[config.mk]
export PLATFORM = sky130hd
export DESIGN_NAME = sram_arbiter
export DESIGN_NICKNAME = d
export VERILOG_FILES = /design/src/rtl/sram_arb_pkg.sv /design/src/rtl/sram_arb_select.sv /design/src/rtl/sram_arbiter.sv
export SDC_FILE = /design/constraint.sdc
export NUM_CORES = 1
export LEC_CHECK = 0
export ABC_CLOCK_PERIOD_IN_PS = 2200
export BUFFER_PORTS_ARGS = -buffer_cell sky130_fd_sc_hd__buf_2
export CORE_UTILIZATION = 45
export CTS_BUF_LIST = sky130_fd_sc_hd__clkbuf_8 sky130_fd_sc_hd__clkbuf_16
export CTS_CLUSTER_DIAMETER = 150
export DETAILED_ROUTE_END_ITERATION = 12
export PLACE_DENSITY_LB_ADDON = 0.12
export SLEW_MARGIN = 20
export SYNTH_ARGS = -nofsm -noshare
export SYNTH_HDL_FRONTEND = slang
export SYNTH_SLANG_ARGS = --single-unit
[constraint.sdc]
create_clock -name Clk -period 2.2 [get_ports Clk]
set_input_delay 0.22 -clock Clk [delete_from_list [all_inputs] [get_ports Clk]]
set_output_delay 0.22 -clock Clk [all_outputs]
set_load 0.01 [all_outputs]
[src/rtl/sram_arb_pkg.sv]
// Shared types and constants for the off-chip SRAM arbiter.
package sram_arb_pkg;
   localparam int SRAM_AW   = 20;
   localparam int SRAM_DW   = 16;

   localparam int REQ_GAME  = 0;
   localparam int REQ_BG    = 1;
   localparam int REQ_SPARE = 2;

   typedef enum logic [1:0] {
      IDLE,
      SETUP,
      ACCESS,
      DONE
   } state_t;
endpackage

[src/rtl/sram_arb_select.sv]
// Combinational winner picker: fixed priority (lowest index), or round-robin
// from last+1 when SRAM_ARB_ROUND_ROBIN_EN is defined.
module sram_arb_select
   import sram_arb_pkg::*;
#(
   parameter int NUM_REQ = 3,
   parameter int IW      = (NUM_REQ > 1) ? $clog2(NUM_REQ) : 1
) (
   input  logic [NUM_REQ-1:0] req_i,
`ifdef SRAM_ARB_ROUND_ROBIN_EN
   input  logic [IW-1:0]      last_i,
`endif
   output logic [NUM_REQ-1:0] win_o,
   output logic [IW-1:0]      idx_o
);

`ifdef SRAM_ARB_ROUND_ROBIN_EN
   logic found;

   always_comb begin
      win_o = '0;
      idx_o = '0;
      found = 1'b0;
      for (int i = 1; i <= NUM_REQ; i++) begin
         if (!found && req_i[(int'(last_i) + i) % NUM_REQ]) begin
            found = 1'b1;
            win_o[(int'(last_i) + i) % NUM_REQ] = 1'b1;
            idx_o = IW'((int'(last_i) + i) % NUM_REQ);
         end
      end
   end
`else
   // Scan high to low so the lowest requesting index is the last to overwrite.
   always_comb begin
      win_o = '0;
      idx_o = '0;
      for (int i = NUM_REQ - 1; i >= 0; i--) begin
         if (req_i[i]) begin
            win_o    = '0;
            win_o[i] = 1'b1;
            idx_o    = IW'(i);
         end
      end
   end
`endif

endmodule

[src/rtl/sram_arbiter.sv]
// Shares one async 16-bit SRAM among NUM_REQ requesters; done pulses WAIT_CYCLES+2
// cycles after req is seen in IDLE. Losers simply hold req. Optional SRAM_ARB_ROUND_ROBIN_EN.
module sram_arbiter
   import sram_arb_pkg::*;
#(
   parameter int NUM_REQ     = 3,
   parameter int WAIT_CYCLES = 2
) (
   input  logic                       Clk,
   input  logic                       Reset_n,
   input  logic [NUM_REQ-1:0]         req,
   input  logic [NUM_REQ-1:0]         we,
   input  logic [NUM_REQ*SRAM_AW-1:0] addr,
   input  logic [NUM_REQ*SRAM_DW-1:0] wdata,
   output logic [NUM_REQ-1:0]         done,
   output logic [SRAM_DW-1:0]         rdata,
   output logic [NUM_REQ-1:0]         grant,
   output logic                       busy,
   output logic [SRAM_AW-1:0]         SRAM_ADDR,
   output logic [SRAM_DW-1:0]         Data_to_SRAM,
   input  logic [SRAM_DW-1:0]         Data_from_SRAM,
   output logic                       SRAM_DQ_OE,
   output logic                       SRAM_CE_N,
   output logic                       SRAM_OE_N,
   output logic                       SRAM_WE_N,
   output logic                       SRAM_UB_N,
   output logic                       SRAM_LB_N
);

   localparam int IW = (NUM_REQ > 1) ? $clog2(NUM_REQ) : 1;

   state_t               state_q;
   logic [2:0]           cnt_q;
   logic                 we_q;
   logic [NUM_REQ-1:0]   grant_q, done_q;
   logic                 busy_q, dq_oe_q;
   logic [SRAM_AW-1:0]   addr_q;
   logic [SRAM_DW-1:0]   wdat_q, rdata_q;
   logic                 ce_n_q, oe_n_q, we_n_q, bs_n_q;
   logic [NUM_REQ-1:0]   win;
   logic [IW-1:0]        win_idx;
`ifdef SRAM_ARB_ROUND_ROBIN_EN
   logic [IW-1:0]        idx_q, last_q;
`endif

   sram_arb_select #(.NUM_REQ(NUM_REQ), .IW(IW)) u_sel (
      .req_i  (req),
`ifdef SRAM_ARB_ROUND_ROBIN_EN
      .last_i (last_q),
`endif
      .win_o  (win),
      .idx_o  (win_idx)
   );

   always_ff @(posedge Clk or negedge Reset_n) begin
      if (!Reset_n) begin
         state_q <= IDLE;
         cnt_q   <= '0;
         we_q    <= 1'b0;
         grant_q <= '0;
         done_q  <= '0;
         busy_q  <= 1'b0;
         dq_oe_q <= 1'b0;
         addr_q  <= '0;
         wdat_q  <= '0;
         rdata_q <= '0;
         ce_n_q  <= 1'b1;
         oe_n_q  <= 1'b1;
         we_n_q  <= 1'b1;
         bs_n_q  <= 1'b1;
`ifdef SRAM_ARB_ROUND_ROBIN_EN
         idx_q   <= '0;
         last_q  <= IW'(NUM_REQ - 1);
`endif
      end else begin
         done_q <= '0;
         case (state_q)
            IDLE: begin
               if (|req) begin
                  state_q <= SETUP;
                  grant_q <= win;
                  we_q    <= we[win_idx];
                  addr_q  <= addr[win_idx*SRAM_AW +: SRAM_AW];
                  wdat_q  <= wdata[win_idx*SRAM_DW +: SRAM_DW];
                  busy_q  <= 1'b1;
                  ce_n_q  <= 1'b0;
                  bs_n_q  <= 1'b0;
                  oe_n_q  <= we[win_idx];
                  dq_oe_q <= we[win_idx];
`ifdef SRAM_ARB_ROUND_ROBIN_EN
                  idx_q   <= win_idx;
`endif
               end
            end
            SETUP: begin
               state_q <= ACCESS;
               cnt_q   <= 3'(WAIT_CYCLES - 1);
               we_n_q  <= !we_q;
            end
            ACCESS: begin
               if (cnt_q == 3'd0) begin
                  // Strobes release together; write data stays on the pad through DONE.
                  state_q <= DONE;
                  ce_n_q  <= 1'b1;
                  bs_n_q  <= 1'b1;
                  oe_n_q  <= 1'b1;
                  we_n_q  <= 1'b1;
                  done_q  <= grant_q;
                  if (!we_q) rdata_q <= Data_from_SRAM;
               end else begin
                  cnt_q <= cnt_q - 3'd1;
               end
            end
            DONE: begin
               state_q <= IDLE;
               grant_q <= '0;
               busy_q  <= 1'b0;
               dq_oe_q <= 1'b0;
`ifdef SRAM_ARB_ROUND_ROBIN_EN
               last_q  <= idx_q;
`endif
            end
            default: state_q <= IDLE;
         endcase
      end
   end

   assign done         = done_q;
   assign rdata        = rdata_q;
   assign grant        = grant_q;
   assign busy         = busy_q;
   assign SRAM_ADDR    = addr_q;
   assign Data_to_SRAM = wdat_q;
   assign SRAM_DQ_OE   = dq_oe_q;
   assign SRAM_CE_N    = ce_n_q;
   assign SRAM_OE_N    = oe_n_q;
   assign SRAM_WE_N    = we_n_q;
   assign SRAM_UB_N    = bs_n_q;
   assign SRAM_LB_N    = bs_n_q;

endmodule

==> Word level (Yosys, flattened, before mapping) <==
Index checks and enable logic that the tools add are counted.
{ "classes": {"shifts": 2, "n_mux": 26, "magnitude_cmp": 1, "n_eq_ne": 6, "n_bitwise": 1, "addsub": 1, "n_reduce_logical": 14, "mul": 1} }
{ "ops": {"columns": ["operator", "count"], "rows": [
  ["$shiftx 60x8->20", 1],
  ["$shiftx 48x7->16", 1],
  ["$mux 3", 7],
  ["$pmux 3 s2", 2],
  ["$mux 2", 5],
  ["$pmux 1 s2", 5],
  ["$reduce_and 2->1", 5],
  ["$pmux 2 s4", 1],
  ["$ne 2x2->1 const B", 3],
  ["$reduce_and 3->1", 2],
  ["$reduce_bool 2->1", 3],
  ["$mul 2x3->5 const B", 1],
  ["$mux 1", 5],
  ["$eq 2x2->1 const B", 2],
  ["$logic_not 3->1", 1],
  ["$lt 2x3->1 const B", 1],
  ["$reduce_or 3->1", 1],
  ["$sub 3x1->3 const B", 1],
  ["$bmux 1 s2", 1],
  ["$eq 2x1->1 const B", 1],
  ["$logic_not 2->1", 1],
  ["$logic_not 1->1", 1],
  ["$not 1->1", 1]
]} }
{ "totals": {"reg_bits": 69, "out_inout_bits": 65, "wordCells": 65} }

==> Depth between registers and ports, before layout <==
{ "logic_depth": {"depth_word": 7, "depth_mapped": 8, "mapped_depth_nobuf": 6} }

==> Modules after synthesis <==
From an unflattened synthesis, not the netlist that was laid out.
{ "unflattened": {"hier_cells": 349, "area_unflattened_um2": 3564.7} }
{ "by_module_without_submodules": {"columns": ["mod", "instances", "cells_per_inst", "area_per_inst_um2", "seq_area_each_um2"], "rows": [
  ["sram_arbiter", 1, 344, 3523.4, 1730.4],
  ["sram_arb_select", 1, 5, 41.3, 0.0]
]} }

==> Worst setup path after synthesis <==
Ideal clock, no wire load.
{ "synth_path": {"path_kind": "reg-to-reg", "from": "reg cnt_q[0]", "to": "reg rdata_q[0], in the netlist rdata[0]", "stages_incl_launch_ff": 8, "setup_time_ps": 125, "required_ps": 2075, "setup_slack_ps": 553, "arrival_time_ps": 1522, "period_less_slack_ps": 1647, "path_cell_list": "dfrtp_1 -> inv_1 -> ha_1 -> nor2b_2 -> nand2_1 -> nor2_4 -> buf_6 -> mux2_2"} }
{ "synth_via": {"elab_chain_cells": 2} }
{ "synth_lines": {"columns": ["element", "line", "rtl"], "rows": [
  ["start: declaration", "sram_arbiter.sv:33", "logic [2:0] cnt_q;"],
  ["start signal: assignment", "sram_arbiter.sv:97", "cnt_q <= 3'(WAIT_CYCLES - 1);"],
  ["start signal: assignment", "sram_arbiter.sv:111", "cnt_q <= cnt_q - 3'd1;"],
  ["$logic_not 3->1", "sram_arbiter.sv:101", "if (cnt_q == 3'd0) begin"],
  ["$reduce_and 3->1 (no line)", null, null],
  ["end signal: assignment", "sram_arbiter.sv:109", "if (!we_q) rdata_q <= Data_from_SRAM;"],
  ["end: declaration", "sram_arbiter.sv:38", "logic [SRAM_DW-1:0] wdat_q, rdata_q;"]
]} }
Every way passes these cells.
A chain may end at the register's enable or synchronous reset.

==> Final worst setup path <==
{ "layout_path": {"from": "reg cnt_q[0]", "to": "reg rdata_q[1], in the netlist rdata[1]"} }
Same word-level chain as after synthesis.

==> flow_metrics.env <==
export IMPL_synth_async_reset_ratio_pct=100
export IMPL_tightest_slew_ps=491
export IMPL_ys_top_cells_by_count="82 x nand2_1, 75 x a21oi_1, 66 x dfrtp_1, 36 x nand3b_1, 35 x o21ai_0"
export IMPL_arrival_ps=2120
export IMPL_clkTransAtPathRegs_ps=90
export IMPL_yosysTopAreaCellShare_pct=44.3
export IMPL_ys_ff_latch=69
export IMPL_fin_util_pct=62.2
export IMPL_clockPowerShare_pct=15.7
export IMPL_diodes=0
export IMPL_yosysSeqAreaShare_pct=46.5
export IMPL_intPower_w=0.00334
export IMPL_skew_ps=12.9
export IMPL_max_cap_viol_count=0
export IMPL_grt_pass1_vias=3245
export IMPL_synth_edf_count=0
export IMPL_clk_latency_ps=330
export IMPL_synth_most_common_cell="nand2_1"
export IMPL_cts_buffer_depth=2
export IMPL_grt_overflow=0
export IMPL_hp_class="input pin to flop"
export IMPL_crit_required_ps=2400
export IMPL_synthAdderAreaFrac_pct=2.35
export IMPL_pwr_density_cell_nw_per_um2=1130
export IMPL_cts_root_buf="clkbuf_8"
export IMPL_max_slew_margin_pct=67.3
export IMPL_antenna_left=0
export IMPL_dieHeight_um=93.0
export IMPL_status="finished, final reports clean"
export IMPL_total_power_w=0.00551
export IMPL_timing_final_setup_violations=0
export IMPL_seq_area_um2=1730
export IMPL_post_route_period_util_pct=87.3
export IMPL_hold_violations=0
export IMPL_worst_path_buf_inv=1
export IMPL_grt_total_usage_pct=23.5
export IMPL_synth_top_family_by_area="simple AND/OR/NAND/NOR gates"
export IMPL_synth_ff_type="dfrtp_1"
export IMPL_routed_via_density=5.05
export IMPL_netlist_top_cells_area="dfrtp_1 44%, a21oi_1 10%, nand2_1 8.3%"
export IMPL_routed_top_layer="met4"
export IMPL_dr_wl_met3_um=614
export IMPL_wl_met2_um=5220
export IMPL_start_util_pct=47.5
export IMPL_fill_cells=731
export IMPL_numCtsBuffers=9
export IMPL_seqPwrFrac_pct=39.7
export IMPL_synth_compound_area_share_pct=18.9
export IMPL_multi_input_area_um2=1750
export IMPL_path_cells="inv_1 > ha_1 > nor2b_2 > nand2_1 > nor2_4 > mux2_2"
export IMPL_gp_congestion=0.782
export IMPL_grt_pass1_wl_um=15900
export IMPL_grt_max_degree=70
export IMPL_synth_xor_xnor_area_share_pct=0
export IMPL_grt_antenna_before_repair=0
export IMPL_wl_met1_um=4390
export IMPL_setup_worst_path_end_class="flop"
export IMPL_critPathSlowestCell="dfrtp_1"
export IMPL_cts_tree="built"
export IMPL_routedWlPerCell_um=14.7
export IMPL_clock_sinks=69
export IMPL_synth_distinct_cells=36
export IMPL_drive_gt1_share_pct=41.4
export IMPL_synth_simple_gate_area_share_pct=19.8
export IMPL_p_leak_nw=2.46
export IMPL_power_frac_comb_pct=44.5
export IMPL_hpwl_um=7580
export IMPL_tns_ps=0
export IMPL_wl_um=10300
export IMPL_fmax_mhz=521
export IMPL_drt_iter0_drc=118
export IMPL_port_buffers=196
export IMPL_ir_worst_vdd_mv=0.598
export IMPL_num_rows=32
export IMPL_rsz0062_at_grt="no"
export IMPL_placed_area_um2=4700
export IMPL_htreeDepth=3
export IMPL_cts_setup_buffers=0
export IMPL_areaGrowthSynthToFinish_pct=31.0
export IMPL_synth_area_um2=3720
export IMPL_startpoint_type="flop"
export IMPL_slew_violations=0
export IMPL_core_area_um2=7850
export IMPL_critPathMaxFanout=16
export IMPL_cpPeakStageDelay_ps=390
export IMPL_critical_path_class="flop to flop"
export IMPL_p_sw_w=0.00217
export IMPL_final_nets=730
export IMPL_fin_crit_ps=1920
export IMPL_num_vias=3523
export IMPL_pin_count=197
export IMPL_yosysTopAreaCell="dfrtp_1"
export IMPL_die_x_um=93.0
export IMPL_firstDrtPassIters=4
export IMPL_syn_nets=548
export IMPL_design_die_area_um2=8650
export IMPL_post_route_drc_count=0
export IMPL_syn_inst=409
export IMPL_cp_top_family="simple AND/OR/NAND/NOR gates"
export IMPL_syn_area_per_cell_um2=9.11
export IMPL_finalInstanceArea_um2=4880
export IMPL_yosys_warnings=0
export IMPL_yosys_mux_area_fraction_pct=5.95
export IMPL_swShare_pct=39.3
[per-layer routing]
metal,track usage [%],vias up
li1,-,1774
met1,30.1,1629
met2,41.7,116
met3,3.01,4
met4,6.15,0
met5,0,-
[cell type report]
cell class,count,share of cell area (%)
multi-input combinational,297,35.9
sequential,69,35.5
timing repair buffer,206,21.9
tap,102,2.61
clock buffer,9,2.54
clock inverter,7,0.923
inverter,8,0.615
[what timing repair did]
item	in CTS	in global routing
gates resized for setup	0	0
hold buffers	1	0
hold endpoints to repair	66	0
[layout by cell type, fill, tap and decap left out, types with 2 or more instances in the layout]
cell	synthesis	routed
ha_1	7	7
dfrtp_1	66	66
inv_1	8	9
and3_1	2	2
mux2i_1	3	3
nand2_1	82	82
nor3b_1	2	2
clkinv_2	0	2
nand3b_1	36	36
o21ai_0	35	35
dfstp_2	3	3
o21ai_1	8	8
buf_2	13	196
buf_4	9	8
a22o_1	2	2
nor2_1	9	9
clkinvlp_4	0	3
mux2_2	17	17
a21oi_1	75	75
clkbuf_8	0	9
nand2b_1	4	4
[sequential cells by signal, summed over array words and instances (netlist names)]
signal / cells
busy: 1
SRAM_OE_N: 1
SRAM_ADDR: 20
Data_to_SRAM: 16
rdata: 16
state_q: 2
cnt_q: 3
SRAM_DQ_OE: 1
grant: 3
done: 3
SRAM_CE_N: 1
SRAM_WE_N: 1
we_q: 1
[cell families (layout without fill, tap and decap cells)]
kind of cell	Yosys count	count (layout)
AO/OA/AOI/OAI	128	128
AND/OR/NAND/NOR	142	142
buffers and inverters	43	230
flip-flops	69	69
multiplexers	20	20
adder cells (fa/ha/maj)	7	7
[power groups by stage]
stage          Clock [W]  Sequential (W)  Combinational, W
3_3_place_gp           0         0.00219           0.00240
3_5_place_dp           0         0.00222           0.00248
5_1_grt         0.000951         0.00227           0.00273
2_1_floorplan          0         0.00243           0.00130
6_report        0.000866         0.00219           0.00245
4_1_cts         0.000896         0.00220           0.00249
[worst paths after layout]
path	slack (ps)	to	startpoint	depth (start not counted)
max	280	rdata[1]$_DFFE_PN0P_	cnt_q[0]$_DFFE_PN0P_	6
min	110	rdata[11]$_DFFE_PN0P_	Data_from_SRAM[11]	2
max reg2reg	280	rdata[1]$_DFFE_PN0P_	cnt_q[0]$_DFFE_PN0P_	6
min reg2reg	480	SRAM_ADDR[7]$_DFFE_PN0P_	SRAM_ADDR[7]$_DFFE_PN0P_	2
max in group asynchronous	1420	SRAM_OE_N$_DFFE_PN1P_	Reset_n	3
min in group asynchronous	430	SRAM_ADDR[5]$_DFFE_PN0P_	Reset_n	3
[through the flow]
stage,hold WS (ps),worst slack [ps],instances
after detailed placement,267,334,681
final,115,280,698
after global placement,267,426,681
after CTS,103,273,698
after global routing,102,152,698
after floorplan,-75.6,553,409
(Power assumes the default switching activity.)
